[config.mk]
export PLATFORM = sky130hd
export DESIGN_NAME = mac_array_acc
export DESIGN_NICKNAME = d
export VERILOG_FILES = /design/src/rtl/mac_pkg.sv /design/src/rtl/mac_tree.sv /design/src/rtl/mac_array_acc.sv
export SDC_FILE = /design/constraint.sdc
export NUM_CORES = 1
export LEC_CHECK = 0
export ABC_AREA = 1
export BUFFER_PORTS_ARGS = -buffer_cell sky130_fd_sc_hd__buf_4
export CAP_MARGIN = 20
export CORE_ASPECT_RATIO = 1.5
export CORE_MARGIN = 4
export CORE_UTILIZATION = 40
export DETAILED_ROUTE_END_ITERATION = 8
export GPL_ROUTABILITY_DRIVEN = 0
export PLACE_DENSITY = 0.63
export SYNTH_ARGS = -nofsm -noshare
export SYNTH_HDL_FRONTEND = slang
export SYNTH_SLANG_ARGS = --single-unit
[constraint.sdc]
create_clock -name clk -period 11 [get_ports clk]
set_input_delay 3.3 -clock clk [delete_from_list [all_inputs] [get_ports clk]]
set_output_delay 3.3 -clock clk [all_outputs]
set_load 0.005 [all_outputs]
[src/rtl/mac_pkg.sv]
// Shared sizing defaults and constant helpers for the MAC array datapath.
package mac_pkg;

    localparam int BW_DEF      = 4;
    localparam int PSUM_BW_DEF = 16;
    localparam int LANES_DEF   = 4;

    // Full-precision adder tree width: signed product plus one bit per tree level.
    function automatic int tree_width(input int bw, input int lanes);
        return 2 * bw + 1 + $clog2(lanes);
    endfunction

    function automatic longint smax(input int w);
        return (longint'(1) <<< (w - 1)) - 1;
    endfunction

    function automatic longint smin(input int w);
        return -(longint'(1) <<< (w - 1));
    endfunction

endpackage

[src/rtl/mac_tree.sv]
// Per-lane product registers (S1) followed by a full-precision adder tree
// registered once at its output (S2).
module mac_tree
    import mac_pkg::*;
#(
    parameter int bw    = BW_DEF,
    parameter int lanes = LANES_DEF,
    localparam int TW   = tree_width(bw, lanes)
) (
    input  logic                   clk,
    input  logic [lanes*bw-1:0]    x_in,
    input  logic [lanes*bw-1:0]    w_in,
    output logic signed [TW-1:0]   tree_p2
);

    localparam int PW = 2 * bw + 1;

    logic signed [PW-1:0] prod_p1 [lanes];
    logic signed [TW-1:0] node [1:2*lanes-1];

    // Activation is unsigned, so it gains a zero sign bit before the signed multiply.
    function automatic logic signed [PW-1:0] lane_mult(input logic [bw-1:0] x,
                                                       input logic signed [bw-1:0] w);
        logic signed [PW-1:0] xs;
        logic signed [PW-1:0] ws;
        xs = PW'($signed({1'b0, x}));
        ws = PW'(w);
        return xs * ws;
    endfunction

    // ---- S1: lane products ----
    always_ff @(posedge clk) begin
        for (int k = 0; k < lanes; k++) begin
            prod_p1[k] <= lane_mult(x_in[k*bw +: bw], $signed(w_in[k*bw +: bw]));
        end
    end

    // Heap-ordered tree: leaves at lanes..2*lanes-1, root at index 1.
    always_comb begin
        for (int k = 0; k < lanes; k++) begin
            node[lanes + k] = TW'(prod_p1[k]);
        end
        for (int i = lanes - 1; i >= 1; i--) begin
            node[i] = node[2*i] + node[2*i + 1];
        end
    end

    // ---- S2: tree sum ----
    always_ff @(posedge clk) begin
        tree_p2 <= node[1];
    end

endmodule

[src/rtl/mac_array_acc.sv]
// Pipelined dot-product engine with group accumulation onto an incoming
// partial sum; optional saturation and a per-group sticky overflow flag.
module mac_array_acc
    import mac_pkg::*;
#(
    parameter int bw      = BW_DEF,
    parameter int psum_bw = PSUM_BW_DEF,
    parameter int lanes   = LANES_DEF,
    parameter int sat     = 0
) (
    input  logic                       clk,
    input  logic                       reset_n,
    input  logic                       in_valid,
    input  logic                       in_last,
    input  logic [lanes*bw-1:0]        x_in,
    input  logic [lanes*bw-1:0]        w_in,
    input  logic signed [psum_bw-1:0]  psum_in,
    output logic                       out_valid,
    output logic signed [psum_bw-1:0]  out,
    output logic                       ovf
);

    localparam int TW = tree_width(bw, lanes);

    localparam logic [0:0] IDLE  = 1'b0;
    localparam logic [0:0] ACCUM = 1'b1;

    localparam logic signed [psum_bw-1:0] PSUM_MAX = psum_bw'(smax(psum_bw));
    localparam logic signed [psum_bw-1:0] PSUM_MIN = psum_bw'(smin(psum_bw));

    logic [0:0]                  state;
    logic                        first;
    logic                        vld_p1, first_p1, last_p1;
    logic signed [psum_bw-1:0]   psum_p1;
    logic                        vld_p2, first_p2, last_p2;
    logic signed [psum_bw-1:0]   psum_p2;
    logic signed [TW-1:0]        tree_p2;
    logic                        vld_p3, last_p3, ovf_p3;
    logic signed [psum_bw-1:0]   acc_p3;
    logic signed [psum_bw-1:0]   base;
    logic signed [psum_bw:0]     sum_ext;
    logic                        ovf_now;

    // Sign-extends or truncates the tree result; truncation is not flagged.
    function automatic logic signed [psum_bw-1:0] fit_tree(input logic signed [TW-1:0] t);
        return psum_bw'(t);
    endfunction

    function automatic logic signed [psum_bw-1:0] sat_acc(input logic signed [psum_bw:0] s);
        if (sat != 0 && (s[psum_bw] != s[psum_bw-1])) begin
            return s[psum_bw] ? PSUM_MIN : PSUM_MAX;
        end
        return s[psum_bw-1:0];
    endfunction

    assign first = (state == IDLE);

    mac_tree #(.bw(bw), .lanes(lanes)) u_tree (
        .clk     (clk),
        .x_in    (x_in),
        .w_in    (w_in),
        .tree_p2 (tree_p2)
    );

    // ---- S1/S2: sideband travelling with the product and tree stages ----
    always_ff @(posedge clk) begin
        first_p1 <= first;
        last_p1  <= in_last;
        psum_p1  <= psum_in;
        first_p2 <= first_p1;
        last_p2  <= last_p1;
        psum_p2  <= psum_p1;
        last_p3  <= last_p2;
    end

    always_comb begin
        base    = first_p2 ? psum_p2 : acc_p3;
        sum_ext = (psum_bw+1)'(base) + (psum_bw+1)'(fit_tree(tree_p2));
        ovf_now = sum_ext[psum_bw] ^ sum_ext[psum_bw-1];
    end

    // ---- S3: accumulator, then output register ----
    always_ff @(posedge clk) begin
        if (!reset_n) begin
            state     <= IDLE;
            vld_p1    <= 1'b0;
            vld_p2    <= 1'b0;
            vld_p3    <= 1'b0;
            acc_p3    <= '0;
            ovf_p3    <= 1'b0;
            out_valid <= 1'b0;
            out       <= '0;
            ovf       <= 1'b0;
        end else begin
            if (in_valid) begin
                state <= in_last ? IDLE : ACCUM;
            end
            vld_p1 <= in_valid;
            vld_p2 <= vld_p1;
            vld_p3 <= vld_p2;
            if (vld_p2) begin
                acc_p3 <= sat_acc(sum_ext);
                ovf_p3 <= first_p2 ? ovf_now : (ovf_p3 | ovf_now);
            end
            out_valid <= vld_p3 && last_p3;
            if (vld_p3 && last_p3) begin
                out <= acc_p3;
                ovf <= ovf_p3;
            end
        end
    end

endmodule

# --- Yosys cells after proc, flatten, opt, wreduce, memory -nomap -nowiden ---
# Memory sizes are Yosys's and may differ from the RTL's.
# Cells that the tools add are included.
op_classes:
  add_sub_neg: 4
  n_mul: 4
  mux: 3
  bitwise_logic: 3
  n_reduce_logical: 1
ops:
  columns: ["operator", "n"]
  rows:
  - ["5-bit by 4-bit multiplier with 9-bit output", 4]
  - ["9-bit by 9-bit adder with 10-bit output", 2]
  - ["16-bit by 11-bit adder with 17-bit output", 1]
  - ["16-bit 2-to-1 mux", 1]
  - ["10-bit by 10-bit adder with 11-bit output", 1]
  - ["1-bit 2-to-1 mux", 2]
  - ["1-bit logical AND", 1]
  - ["1-bit NOT", 1]
  - ["1-bit OR", 1]
  - ["1-bit bitwise XOR", 1]
word_totals:
  register_bits: 87
  ramBits: 36
  in_bits: 52
  out_inout_bits: 18
  word_cells: 33
  memories: 1
memory_table:
  columns: ["name", "depth", "width", "rd", "rd_ports_with_merged_regs", "write_ports", "line_no", "rtl"]
  rows:
  - ["u_tree.prod_p1", 4, 9, 4, 0, 4, "mac_tree.sv:18", "logic signed [PW-1:0] prod_p1 [lanes];"]

# --- Depth between registers and ports, before layout ---
# Gate-level depths: netlist (run 1).
logic_depth:
  ltp_word: 5
  depth_mapped: 16

# --- Hierarchy ---
# A second synthesis (run 1) with hierarchy kept.
hier_totals:
  cells_unflattened: 979
  area_unflattened_um2: 7629.8
by_module_without_submodules:
  columns: ["module", "n_inst", "cells_per_inst", "area_per_inst_um2", "seq_area_each_um2"]
  rows:
  - ["mac_tree", 1, 566, 4418.0, 940.9]
  - ["mac_array_acc", 1, 413, 3211.8, 1521.5]

# --- Least setup slack after synthesis (run 1) ---
# Ideal clock, no wire load.
synth_path:
  kind: "input -> register"
  startpoint: "in w_in[11]"
  endpoint: "mem u_tree.prod_p1[2][7] in the netlist's numbering"
  arrival_ps: 6096
  required_time_ps: 10881
  path_slack_ps: 4786
  stages: 11
  n_path_buf: 0
  cell_sequence: "inv_1 or2_2 fa_1 fa_1 fa_1 inv_1 ha_1 fa_1 nand3_1 nand3_1 xor2_1"
synth_lines:
  columns: ["item", "line_no", "rtl"]
  rows:
  - ["start: declaration", "mac_array_acc.sv:16", "input logic [lanes*bw-1:0] w_in,"]
  - ["end: declaration", "mac_tree.sv:18", null]

==> results of run 1 <==
-- worst max path at each step --
stage	from	endpoint	cells past startpoint
finish	w_in[3]	u_tree.prod_p1[0][7]	13
detailed placement	w_in[3]	u_tree.prod_p1[0][7]	13
global placement	w_in[11]	u_tree.prod_p1[2][7]	12
global route	w_in[3]	u_tree.prod_p1[0][7]	13
floorplan	w_in[11]	u_tree.prod_p1[2][7]	11
CTS	w_in[3]	u_tree.prod_p1[0][7]	13
-- cell usage after synthesis, types with 2 or more instances --
cell	n
a21oi_1	56
buf_2	2
clkbuf_1	8
dfxtp_1	123
fa_1	40
ha_1	94
inv_1	190
nand2_1	170
nand2_2	5
nand3_1	22
nor2_1	48
nor2_2	2
nor3_1	2
o211ai_1	2
o21ai_0	43
o21bai_1	2
or2_1	4
or2_2	8
xnor2_1	9
xor2_1	22
-- cell type report --
| cell class | count | area share |
|---|---|---|
| repair buffers | 69 | 0.0616 |
| flip-flops and latches | 123 | 0.293 |
| inverters | 191 | 0.0852 |
| clock buffers | 17 | 0.0506 |
| clock inverters | 15 | 0.0180 |
| well taps | 213 | 0.0317 |
| multi-input cells | 535 | 0.460 |
-- worst max-delay path, cell delays in order --
cell and delay [ps]:
buf_4 100, inv_1 60, or2_2 290, fa_1 520, fa_1 540, inv_1 50
fa_1 500, ha_1 160, inv_1 50, fa_1 390, nor2_1 110, a211oi_1 60
xor2_1 140
-- registers in the layout, indices dropped and copies added (netlist names), 11 cells and up --
register,flops
u_tree.prod_p1,36
acc_p3,16
out,16
psum_p1,16
psum_p2,16
u_tree.tree_p2,11
-- layout by cell type, fill, tap and decap left out, drive strengths merged --
| cell type | count |
|---|---|
| a211oi | 1 |
| nand3 | 22 |
| clkinvlp | 2 |
| dfxtp | 123 |
| bufinv | 1 |
| ha | 94 |
| a21o | 1 |
| nand4 | 1 |
| or2 | 12 |
| clkbuf | 17 |
| nand3b | 1 |
| clkinv | 3 |
| xor2 | 22 |
| nor3 | 2 |
| o21a | 1 |
| and2 | 1 |
| o21bai | 2 |
| nor2 | 50 |
| buf | 69 |
| inv | 200 |
| nand2 | 175 |
| o211ai | 2 |
| o21ai | 43 |
| a21oi | 56 |
| xnor2 | 9 |
| fa | 40 |
-- power by group --
group          switching (mW)  leakage, nW  internal (mW)
registers              0.0291         1.03          0.526
clock network           0.215        0.280          0.318
logic                   0.503         3.38          0.365
total                   0.747         4.69           1.21
-- per-layer routing --
metal,part of all wire,vias up,track usage,wire length [µm]
met1,0.39,2367,0.143,5110
met3,0.031,19,0.0327,404
met5,0,-,0,0
met2,0.55,61,0.270,7220
met4,0.024,0,0.0599,316
li1,-,2796,-,-
-- kinds of logic (layout without fill, tap and decap cells) --
kind of cell	count (synthesis)	in the layout	synth area share
compound gates	106	106	0.0769
xor+xnor	31	31	0.0381
fa+ha+maj	134	134	0.277
buf+inv	204	292	0.111
flops	123	123	0.346
simple gates	264	264	0.151
-- stage by stage --
stage,instances,util
after floorplan,862,-
after global placement,1131,0.450
after detailed placement,1131,0.450
after CTS,1163,0.483
after global routing,1163,0.483
final,1163,0.483
==> impl_metrics.toml, run 1 <==
[sta]
slew_headroom = 0.366
drv_slew = 0
finalHoldViolCount = 0
finalSetupViolations = 0
setup_ws_ps = 5010
rsz0062_at_grt = "no"
post-route-min-period_ps = 5990
min_period_over_period = 0.545
worstMarginPinSlew_ps = 949
timing.fmax_mhz = 167
fin_hold_ws_ps = 323
tns_ps = 0
skew_ps = 8.09

[yosys]
synthTopCellsByArea = "dfxtp_1, ha_1, fa_1"
synth_area_mm2 = 0.00713
synthArstFlopShare = 0
yosysTopAreaCell = "dfxtp_1"
synth_nets = 1048
syn_inst = 862
netlist-cell-type-count = 30
synth_warnings = 0
synth-edff-count = 0
synth_flop_cell = "dfxtp_1"
syn_avg_cell_area_um2 = 8.27
ys_seq_area_frac = 0.346
ys_seq_elements = 123
yosysTopAreaCellShare = 0.346

[pwr]
cellPowerDensity_mw_per_mm2 = 232
peakVddDrop_mv = 0.147
finalPower_mw = 1.96
p_leak_nw = 4.69

[routing]
post_drt_wl_per_cell_um = 11.2
via_count = 5243
viasPerCell = 4.51
ant_nets = 0
routed_wl_um = 13100
firstDrtPassIters = 4
post-route-drc-count = 0
drt_iter0_markers = 135

[clocking]
cts_sinks = 123
cts-htree-levels = 4
clock_path_buffers = 2
path_clk_slew_ps = 60
numCtsBuffers = 17
cts-root-buf = "clkbuf_16"
cts_setup_buffers = 0
cts_tree = "yes"
clkLatencyLatePin_ps = 410
cts_hold_buf = 0
cts-resized-gates = 0

[critical_path]
r2r-end = "acc_p3[10]"
r2r_setup_slack_ps = 8000
cp-start-kind = "primary input"
r2r-start = "first_p2"
crit_required_ps = 11290
r2r_cells = 15
crit_path_end_kind = "flop"
cp.arrival_ps = 6280
path_class = "primary input to flop"
crit_path_max_fanout = 4

[global_route]
grt_pass1_wl_um = 22400
gr-usage-all-layers = 0.142
grt_max_degree = 30
first_global_vias = 5265
antenna_found_initial = 0
grt_overflow = 0

[floorplanning]
core_area_mm2 = 0.0174
die_area_mm2 = 0.0201
rows = 59
die_x_um = 117
start_util = 0.409
chipHeight_um = 171
ioPinCount = 70

[final_layout]
stdcell_area_mm2 = 0.00841
area_growth_pct = 18.1
final.fill_count = 1720
multi_input_area_mm2 = 0.00387
drive_above_1_share = 0.123
seq_area_mm2 = 0.00246
diodes = 0
num-nets-final = 1123

[place]
dpl_cell_area_mm2 = 0.00784
place_ws_ps = 4550
port_buffers = 69
dp_hpwl_um = 10800

[worst_hold_path]
min_from = "psum_p1[12]"
hp-class = "flop to flop"
hold_depth = 0
hold_end = "psum_p2[12]"

[status]
status = "finished, final reports clean"

[run]
cap_viol_max_count = 0
No activity file was read; power rests on OpenSTA's default activity.
==> run 2, diff against run 1 <==
Settings changed: ABC_AREA 1 to 0, PLACE_DENSITY 0.63 to 0.65.
Clock period 11 ns to 5.28 ns, I/O delays scaled along.
==> impl_metrics.toml, run 2 <==
[global_route]
grt_pass1_wl_um = 21800
gr-usage-all-layers = 0.140
first_global_vias = 4811
grt_max_degree = 31
grt_overflow = 0
antenna_found_initial = 0

[routing]
firstDrtPassIters = 4
via_count = 4767
post-route-drc-count = 0
post_drt_wl_per_cell_um = 12.8
routed_wl_um = 12800
viasPerCell = 4.77
drt_iter0_markers = 174
ant_nets = 0

[clocking]
cts-htree-levels = 4
clock_path_buffers = 2
cts-root-buf = "clkbuf_16"
cts_tree = "yes"
numCtsBuffers = 17
clkLatencyLatePin_ps = 410
cts_setup_buffers = 0
cts-resized-gates = 0
cts_hold_buf = 0
cts_sinks = 123
path_clk_slew_ps = 60

[sta]
post-route-min-period_ps = 4200
drv_slew = 0
skew_ps = 5.44
finalSetupViolations = 0
min_period_over_period = 0.795
timing.fmax_mhz = 238
rsz0062_at_grt = "no"
tns_ps = 0
worstMarginPinSlew_ps = 917
slew_headroom = 0.388
finalHoldViolCount = 0
setup_ws_ps = 1080

[yosys]
ys_seq_elements = 123
synth-simple-area-share = 0.116
netlist-cell-type-count = 49
synth-edff-count = 0
yosysTopAreaCell = "dfxtp_1"
synth_nets = 886
synth_area_mm2 = 0.00697
synth_flop_cell = "dfxtp_1"
synth.most_common_cell = "dfxtp_1"
synth_top_family_by_area = "adder cells"
yosysTopAreaCellShare = 0.353
synth_compound_area_frac = 0.108
ys_seq_area_frac = 0.353
synthAdderAreaFrac = 0.284
synthTopCellsByArea = "dfxtp_1, ha_1, fa_1"
synth_warnings = 0
syn_inst = 700
synth_mux_area_frac = 0.0359
syn_avg_cell_area_um2 = 9.95
synthArstFlopShare = 0
synth_top_cells_by_count = "dfxtp_1, ha_1, inv_1"
synthXorXnorAreaFrac = 0.0390

[run]
cap_viol_max_count = 0

[final_layout]
drive_above_1_share = 0.163
final_common_cell = "dfxtp_1"
diodes = 0
regMostFlops = "u_tree.prod_p1"
mostFrequentLayoutCells = "dfxtp_1, ha_1, inv_1"
largest_register_ffs = 36
num-nets-final = 962
area_growth_pct = 18.1

[pwr]
peakVddDrop_mv = 0.341
cellPowerDensity_mw_per_mm2 = 496
p_leak_nw = 3.99

[critical_path]
cp-start-kind = "primary input"
r2r_setup_slack_ps = 1850
crit_required_ps = 5620
path_class = "primary input to flop"
crit_path_max_fanout = 4
r2r-end = "acc_p3[14]"
r2r_cells = 9
r2r-start = "first_p2"
cp.arrival_ps = 4530
crit_path_end_kind = "flop"

[floorplanning]
core_area_mm2 = 0.0169
die_x_um = 116
ioPinCount = 70
die_area_mm2 = 0.0196
start_util = 0.412
rows = 58
chipHeight_um = 170

[place]
dp_hpwl_um = 10300
place_ws_ps = 652
port_buffers = 69

[worst_hold_path]
hp-class = "flop to flop"
hold_end = "psum_p2[3]"
hold_depth = 0
min_from = "psum_p1[3]"

[status]
status = "finished, final reports clean"
## run 2: metal layers
metal	part of all wire	wire [µm]	global-route usage	up-vias
met5	0	0	0	-
met4	0.018	228	0.0480	0
met3	0.034	441	0.0314	19
met2	0.55	7020	0.259	71
met1	0.40	5130	0.154	2212
li1	-	-	-	2465
## run 2: worst max path at each step
stage,end,slack [ps],startpoint,cells past startpoint
after floorplan,u_tree.prod_p1[2][7],900,x_in[8],10
after global placement,u_tree.prod_p1[2][7],690,x_in[8],11
after detailed placement,u_tree.prod_p1[2][7],650,x_in[8],11
after CTS,u_tree.prod_p1[2][7],1080,x_in[8],11
after global routing,u_tree.prod_p1[2][7],960,x_in[8],11
final,u_tree.prod_p1[1][7],1080,x_in[4],12
## run 2: final cells by class
type / instances / area [µm²]
clock buffer: 17 / 425
timing repair buffer: 70 / 526
sequential: 123 / 2460
inverter: 94 / 353
multi-input combinational: 470 / 4060
fill: 1644 / 8680
clock inverter: 15 / 140
tap: 210 / 263
## run 2: critical path, stage by stage
cell and delay, ps:
buf_4 120, nand2b_1 160, fa_1 530, fa_1 550, inv_1 50, fa_1 450, ha_1 240, fa_1 400
a21oi_1 160, nor2_1 50, nor2_1 110, xnor2_1 130
## run 2: cells by family after synthesis
logic type / after synthesis
AND/OR/NAND/NOR: 167
adder cells (fa/ha/maj): 134
flip-flops: 123
AO/OA/AOI/OAI: 115
buffers and inverters: 107
XOR/XNOR: 31
multiplexers: 23
## run 2: per-stage QoR
step | hold slack (ps) | total power, mW | std cells | util | area [µm²]
floorplan | 310 | 2.67 | 700 | - | 6970
global placement | 310 | 2.99 | 967 | 0.453 | 7660
detailed placement | 312 | 3.02 | 967 | 0.453 | 7660
CTS | 326 | 4.13 | 999 | 0.487 | 8230
global route | 331 | 4.46 | 999 | 0.487 | 8230
finish | 325 | 4.08 | 999 | 0.487 | 8230
## run 2: power breakdown
| group | total, mW | internal (mW) | switching [mW] |
|---|---|---|---|
| combinational | 1.83 | 0.866 | 0.963 |
| sequential | 1.17 | 1.10 | 0.0697 |
| clock | 1.08 | 0.653 | 0.430 |
| total | 4.08 | 2.62 | 1.46 |
